[config.mk]
export PLATFORM = sky130hd
export DESIGN_NAME = proc_sequencer
export DESIGN_NICKNAME = d
export VERILOG_FILES = /design/src/rtl/proc_sequencer_pkg.sv /design/src/rtl/proc_sequencer_prog_mem.sv /design/src/rtl/proc_sequencer.sv
export SDC_FILE = /design/constraint.sdc
export NUM_CORES = 1
export LEC_CHECK = 0
export ABC_CLOCK_PERIOD_IN_PS = 7360
export BUFFER_PORTS_ARGS = -buffer_cell sky130_fd_sc_hd__clkbuf_2
export CORE_MARGIN = 1.5
export CORE_UTILIZATION = 55
export CTS_BUF_LIST = sky130_fd_sc_hd__clkbuf_4 sky130_fd_sc_hd__clkbuf_8
export DETAILED_ROUTE_END_ITERATION = 12
export PLACE_DENSITY = 0.72
export SLEW_MARGIN = 20
export SYNTH_ARGS = -nofsm -noshare
export SYNTH_HDL_FRONTEND = slang
export SYNTH_SLANG_ARGS = --single-unit
export TNS_END_PERCENT = 10
[constraint.sdc]
create_clock -name Clock -period 7.36 [get_ports Clock]
set_input_delay 0.736 -clock Clock [delete_from_list [all_inputs] [get_ports Clock]]
set_output_delay 0.736 -clock Clock [all_outputs]
set_load 0.02 [all_outputs]
[src/rtl/proc_sequencer_pkg.sv]
// proc_sequencer_pkg: opcodes, field positions and state encoding shared with the processor
package proc_sequencer_pkg;
    localparam logic [2:0] MV   = 3'b000;
    localparam logic [2:0] MVI  = 3'b001;
    localparam logic [2:0] ADD  = 3'b010;
    localparam logic [2:0] SUB  = 3'b011;
    localparam logic [2:0] ADDI = 3'b100;
    localparam logic [2:0] SUBI = 3'b101;
    localparam logic [2:0] HALT = 3'b111;

    localparam int OP_LSB = 6;
    localparam int X_LSB  = 3;
    localparam int Y_LSB  = 0;

    typedef enum logic [2:0] {S_IDLE, S_ISSUE, S_IMM, S_WAIT, S_HALT} state_t;

    function automatic logic [2:0] opcode(input logic [8:0] w);
        return w[OP_LSB +: 3];
    endfunction

    function automatic logic [2:0] fld_x(input logic [8:0] w);
        return w[X_LSB +: 3];
    endfunction

    function automatic logic [2:0] fld_y(input logic [8:0] w);
        return w[Y_LSB +: 3];
    endfunction

    function automatic logic is_immediate(input logic [2:0] op);
        return op == MVI || op == ADDI || op == SUBI;
    endfunction
endpackage

[src/rtl/proc_sequencer_prog_mem.sv]
// prog_mem: DEPTH x 9 program store, registered write, two combinational read ports
module prog_mem #(
    parameter int DEPTH = 32,
    parameter int AW    = 5
) (
    input  logic          clk,
    input  logic          we,
    input  logic [AW-1:0] waddr,
    input  logic [8:0]    wdata,
    input  logic [AW-1:0] raddr_a,
    output logic [8:0]    rdata_a,
    input  logic [AW-1:0] raddr_b,
    output logic [8:0]    rdata_b
);
    logic [8:0] mem [DEPTH];

    always_ff @(posedge clk)
        if (we) mem[waddr] <= wdata;

    assign rdata_a = mem[raddr_a];
    assign rdata_b = mem[raddr_b];
endmodule

[src/rtl/proc_sequencer.sv]
// proc_sequencer: feeds the nine-bit processor over DIN/Run/Done from a loadable program memory
module proc_sequencer
    import proc_sequencer_pkg::*;
#(
    parameter int DEPTH   = 32,
    parameter int AW      = 5,
    parameter int TIMEOUT = 7
) (
    input  logic          Clock,
    input  logic          Resetn,
    input  logic          Start,
    input  logic          prog_we,
    input  logic [AW-1:0] prog_addr,
    input  logic [8:0]    prog_data,
    input  logic          Done,
    output logic [8:0]    DIN,
    output logic          Run,
    output logic [AW-1:0] pc,
    output logic          busy,
    output logic          halted,
    output logic          err,
    output logic [7:0]    retired
);
    localparam int WW = $clog2(TIMEOUT + 1);

    state_t state, state_d;
    logic [AW-1:0] pc_d;
    logic [WW-1:0] wdog, wdog_d;
    logic [7:0] retired_d;
    logic halted_d, err_d;
    logic [8:0] instr, imm;
    logic [2:0] op;

    assign busy = state inside {S_ISSUE, S_IMM, S_WAIT};
    assign op   = opcode(instr);

    prog_mem #(.DEPTH(DEPTH), .AW(AW)) u_mem (
        .clk(Clock),
        .we(prog_we && !busy),
        .waddr(prog_addr),
        .wdata(prog_data),
        .raddr_a(pc),
        .rdata_a(instr),
        .raddr_b(pc + AW'(1)),
        .rdata_b(imm)
    );

    always_ff @(posedge Clock or negedge Resetn)
        if (!Resetn) begin
            state   <= S_IDLE;
            pc      <= '0;
            wdog    <= '0;
            retired <= '0;
            halted  <= 1'b0;
            err     <= 1'b0;
        end else begin
            state   <= state_d;
            pc      <= pc_d;
            wdog    <= wdog_d;
            retired <= retired_d;
            halted  <= halted_d;
            err     <= err_d;
        end

    // Done is checked before the watchdog so a completion on the last allowed cycle still counts
    always_comb begin
        state_d   = state;
        pc_d      = pc;
        wdog_d    = wdog;
        retired_d = retired;
        halted_d  = halted;
        err_d     = err;
        Run       = 1'b0;
        DIN       = '0;
        case (state)
            S_IDLE, S_HALT:
                if (Start) begin
                    state_d   = S_ISSUE;
                    pc_d      = '0;
                    retired_d = '0;
                    halted_d  = 1'b0;
                    err_d     = 1'b0;
                end
            S_ISSUE:
                if (op == HALT) begin
                    halted_d = 1'b1;
                    state_d  = S_HALT;
                end else begin
                    Run     = 1'b1;
                    DIN     = instr;
                    wdog_d  = '0;
                    state_d = is_immediate(op) ? S_IMM : S_WAIT;
                end
            S_IMM, S_WAIT: begin
                DIN = (state == S_IMM) ? imm : '0;
                if (Done) begin
                    pc_d      = pc + ((state == S_IMM) ? AW'(2) : AW'(1));
                    retired_d = retired + {7'd0, retired != 8'hFF};
                    state_d   = S_ISSUE;
                end else if (wdog == WW'(TIMEOUT - 1)) begin
                    err_d    = 1'b1;
                    halted_d = 1'b1;
                    state_d  = S_HALT;
                end else begin
                    wdog_d = wdog + 1'b1;
                end
            end
            default: state_d = S_IDLE;
        endcase
    end
endmodule

# --- After elaboration in Yosys (flattened, before gate mapping) ---
# Memory sizes are Yosys's and may differ from the RTL's.
# Index checks and enable logic that the tools add are counted.
classes:
  addsub: 4
  multipliers: 0
  div_mod_pow: 0
  n_lt_le_gt_ge: 0
  n_eq_ne: 18
  n_shift: 0
  muxes: 30
  bitwise: 0
  n_reduce_logical: 16
ops:
  columns: ["operator", "count"]
  rows:
  - ["$mux 3", 7]
  - ["$mux 9", 2]
  - ["$pmux 9 s2", 1]
  - ["$mux 8", 2]
  - ["$pmux 8 s2", 1]
  - ["$eq 3x3->1 const B", 5]
  - ["$ne 2x2->1 const B", 6]
  - ["$mux 5", 2]
  - ["$pmux 5 s2", 1]
  - ["$mux 1", 9]
  - ["$pmux 3 s3", 1]
  - ["$add 8x1->8", 1]
  - ["$ne 8x8->1 const B", 1]
  - ["$reduce_and 4->1", 2]
  - ["$eq 3x1->1 const B", 2]
  - ["$eq 3x2->1 const B", 2]
  - ["$pmux 3 s2", 1]
  - ["$reduce_bool 3->1", 2]
  - ["$add 5x1->5 const B", 1]
  - ["$add 5x2->5", 1]
  - ["$reduce_and 5->1", 1]
  - ["$reduce_bool 2->1", 2]
  - ["$reduce_or 2->1", 2]
  - ["$add 3x1->3 const B", 1]
  - ["other kinds (11)", 12]
totals:
  reg_bits: 21
  latch_bits: 0
  ram_bits: 288
  romBits: 0
  output_inout_bits: 26
  word_cells: 75
  n_memories: 1
mem_list:
  columns: ["name", "words", "width", "read_ports", "rd_ports_with_merged_regs", "write_ports", "line_no", "text"]
  rows:
  - ["u_mem.mem", 32, 9, 2, 0, 1, "proc_sequencer_prog_mem.sv:15", "logic [8:0] mem [DEPTH];"]

# --- Longest topological paths before layout ---
# An unclocked memory read counts as a cell.
logic_depth:
  word_depth: 7
  mapped_depth: 12
  ltp_nobuf: 8

# --- Hierarchy ---
# A second synthesis with hierarchy kept.
unflattened:
  cells_unflattened: 722
  area_unflattened_um2: 14684.1
by_module_without_submodules:
  columns: ["module", "n_inst", "cells_each", "area_per_inst_um2", "seq_area_each_um2"]
  rows:
  - ["prog_mem", 1, 574, 13344.0, 8648.3]
  - ["proc_sequencer", 1, 148, 1340.0, 525.5]

# --- Worst setup path after synthesis ---
# No wires, ideal clock.
synth_timing:
  path_kind: "reg-to-output"
  start: "reg pc[1]"
  end: "out DIN[2]"
  t_arrival_ns: 2.828
  t_required_ns: 6.624
  setup_slack_ns: 3.796
  path_stages_with_launch: 10
  n_path_buf: 4
  path_cell_list: "dfrtp_1 > ha_1 > buf_6 > buf_6 > buf_2 > buf_1 > mux4_2 > mux4_1 > mux2i_1 > o22ai_1"
synth_via:
  elab_chain_len: 4
  word_cells_on_any_way: 6
  classes_between: "add/sub: 1; eq/ne: 1; mux: 3; memory: 1"
synth_lines:
  columns: ["element", "line_no", "text"]
  rows:
  - ["start: declaration", "proc_sequencer.sv:18", "output logic [AW-1:0] pc,"]
  - ["start signal: assignment", "proc_sequencer.sv:58", "pc <= pc_d;"]
  - ["$add 5x1->5 / $mem_v2 32x9 (equally long branches)", null, null]
  - ["$mem_v2 32x9 (*)", null, null]
  - ["$mux 9, on equally long branches", "proc_sequencer.sv:95, proc_sequencer.sv:85", null]
  - ["$pmux 9 s2 (*)", "proc_sequencer.sv:75", "case (state)"]
  - ["end: declaration", "proc_sequencer.sv:16", "output logic [8:0] DIN,"]
# Mark *: on every way between the ends. The rest lies on a longest branch, timed or not.

# --- Worst setup path after layout ---
layout_timing:
  start: "reg pc[1]"
  end: "out DIN[5]"
# The elaborated chain is that of the path after synthesis.

==> results.sh <==
export IMPL_outcome="finished with violations"
export IMPL_failed_checks="design-rule violations"
export IMPL_ys_ff_latch=309
export IMPL_tightest_slew_ns=1.13
export IMPL_max_vdd_ir_drop_mv=0.186
export IMPL_synth_edff_count=288
export IMPL_grt_pass1_vias=8899
export IMPL_hold_buffers=0
export IMPL_met3_usage_pct=4.44
export IMPL_grt_max_degree=62
export IMPL_tns_ns=0
export IMPL_postRouteAntennaNets=0
export IMPL_cp_max_fo=48
export IMPL_criticalPathCategory="reg -> out"
export IMPL_drt_initial_drc_count=1255
export IMPL_finalCriticalPeriod_ns=5.28
export IMPL_ys_seq_area_share_pct=62.2
export IMPL_hold_violations=0
export IMPL_cts_tree="yes"
export IMPL_setup_slack_ns=2.08
export IMPL_start_kind="flop"
export IMPL_period_share_pct=71.7
export IMPL_route_detailed_wl_per_inst_um=29.3
export IMPL_grt_pass1_wl_um=54600
export IMPL_required_ns=6.62
export IMPL_synth_ff_type="edfxtp_1"
export IMPL_async_flop_share_pct=6.80
export IMPL_clk_path_buf_depth=3
export IMPL_wirelength_um=36300
export IMPL_fmax_mhz=189
export IMPL_slew_headroom_pct=24.2
export IMPL_fillCellCount=1850
export IMPL_grt_use_met1_pct=36.4
export IMPL_die_y_um=167
export IMPL_crit_buf_inv=2
export IMPL_place_ws_ns=2.58
export IMPL_syn_area_um2=14800
export IMPL_cts_resized=0
export IMPL_pin_count=45
export IMPL_post_cts_repair_setup_buffers=0
export IMPL_cts_root_buf="clkbuf_8"
export IMPL_die_area_um2=27800
export IMPL_grt_total_usage_pct=26.8
export IMPL_met2_usage_pct=43.9
export IMPL_crit_path_end_kind="output port"
export IMPL_hold_ws_ns=0.142
export IMPL_io_buffer_count=44
export IMPL_syn_inst=808
export IMPL_overflow=0
export IMPL_place_congestion=0.824
export IMPL_core_area_um2=26200
export IMPL_clock_latency_ns=0.56
export IMPL_fin_util_pct=62.0
export IMPL_yosysWarningCount=0
export IMPL_drc=2
export IMPL_htree_levels=2
export IMPL_clock_skew_ns=0.0252
export IMPL_rows=59
export IMPL_cp_top_family="multiplexers"
export IMPL_cp_slowest_cell="dfrtp_4"
export IMPL_drv_slew=0
export IMPL_drive_gt1_share_pct=35.1
export IMPL_total_power_w=0.00539
export IMPL_cts_sink_count=309
export IMPL_dr_pass1_iters=12
export IMPL_power_density_nw_per_um2=332
export IMPL_crit_chain="ha_4 > buf_4 > mux4_2 > mux4_2 > mux2i_1 > o22ai_1 > clkbuf_2"
export IMPL_die_x_um=167
export IMPL_setup_viol=0
export IMPL_power_leakage_nw=5.21
export IMPL_grt_setup_unrepaired="false"
export IMPL_diodes=0
export IMPL_avgViaCountPerCell=6.89
export IMPL_grt_busiest_layer="met2"
export IMPL_min_path_type="in -> async"
export IMPL_avgSynthCellArea_um2=18.3
export IMPL_final_nets=895
export IMPL_max_stage_delay_ns=0.96
export IMPL_grt_antenna_before_repair=0
export IMPL_area_growth_syn_to_layout_pct=10.1
export IMPL_synth_nets=835
export IMPL_initial_core_util_pct=56.3
export IMPL_synthDistinctLibCells=56
export IMPL_cpMostUsedCell="mux4_2"
export IMPL_cp_arrival_ns=4.54
export IMPL_via_count=8559
export IMPL_hpwlAfterDp_um=22900
export IMPL_cts_buffers=48
export IMPL_drv_cap=0
export IMPL_clk_pin_slew_ns=0.06
==> per-layer routing <==
metal | up-vias | routed length, um
met5 | - | 0
met4 | 0 | 1190
met3 | 85 | 3380
met1 | 4491 | 13900
li1 | 3509 | -
met2 | 474 | 17900
==> state kept, by name, indices dropped and copies added (netlist names) <==
register,flops
u_mem.mem,288
retired,8
pc,5
state,3
wdog,3
err,1
halted,1
==> where the power goes <==
part	switching, W	internal (W)	total [W]
logic	0.000958	0.000947	0.00190
registers	0.0000972	0.00197	0.00207
clock network	0.000654	0.000765	0.00142
==> layout make-up <==
class / instances / area [um2] / share of cell area, %
inverter: 6 / 22.5 / 0.139
timing repair buffer: 61 / 352 / 2.16
tap: 335 / 419 / 2.58
multi-input combinational: 442 / 5330 / 32.8
sequential: 309 / 9180 / 56.5
clock inverter: 18 / 104 / 0.639
clock buffer: 71 / 840 / 5.17
==> per-stage QoR <==
step | instances | cell area, um2
2_1_floorplan | 808 | 14800
6_report | 1242 | 16200
3_3_place_gp | 1153 | 15200
3_5_place_dp | 1153 | 15300
5_1_grt | 1242 | 16200
4_1_cts | 1242 | 16200
==> logic make-up (layout without fill, tap and decap cells) <==
logic type	after synthesis	in the layout	share of synthesized area (%)
AO/OA/AOI/OAI	85	85	3.97
XOR/XNOR	9	9	0.585
adder cells (fa/ha/maj)	9	9	0.797
buffers and inverters	57	156	2.37
flip-flops	309	309	62.2
multiplexers	194	194	25.4
AND/OR/NAND/NOR	145	145	4.74
==> cells in the final DEF, fill, tap and decap left out, drive strengths merged, types with 15 or more instances in the layout <==
cell    instances
a22oi          37
a21oi          22
edfxtp        288
dfrtp          21
mux4          142
mux2i          49
buf            17
nand2          43
clkinv         15
clkbuf        115
nor2           48
==> synth_stat cells, drive strengths merged, types with 3 or more instances <==
cell | instances | area [um2]
clkbuf | 12 | 46.3
a21oi | 22 | 110
xor2 | 8 | 77.6
ha | 7 | 87.6
nor2b | 6 | 37.5
mux4 | 142 | 3220
nand3 | 14 | 70.1
o22ai | 7 | 43.8
inv | 6 | 22.5
buf | 39 | 280
mux2 | 3 | 37.5
nand3b | 4 | 30.0
o21ai | 7 | 38.8
dfrtp | 21 | 526
a22o | 4 | 35.0
mux2i | 49 | 490
or3 | 5 | 36.3
edfxtp | 288 | 8650
a22oi | 37 | 278
and2 | 3 | 18.8
nand4 | 6 | 52.6
nand2b | 4 | 25.0
nor3 | 4 | 20.0
nand2 | 43 | 164
nor2 | 48 | 183
==> final timing paths <==
check | from | to | slack, ns | cells past startpoint
max | pc[1]$_DFFE_PN0P_ | DIN[5] | 2.08 | 7
min | Resetn | state[1]$_DFFE_PN0P_ | 0.14 | 1
max reg2reg | pc[1]$_DFFE_PN0P_ | wdog[0]$_DFFE_PN0P_ | 3.80 | 8
min reg2reg | err$_DFFE_PN0P_ | err$_DFFE_PN0P_ | 0.51 | 1
max in group asynchronous | Resetn | pc[1]$_DFFE_PN0P_ | 6.81 | 1
min in group Clock | err$_DFFE_PN0P_ | err$_DFFE_PN0P_ | 0.51 | 1
Note: power is estimated with default switching activity, not from simulation.
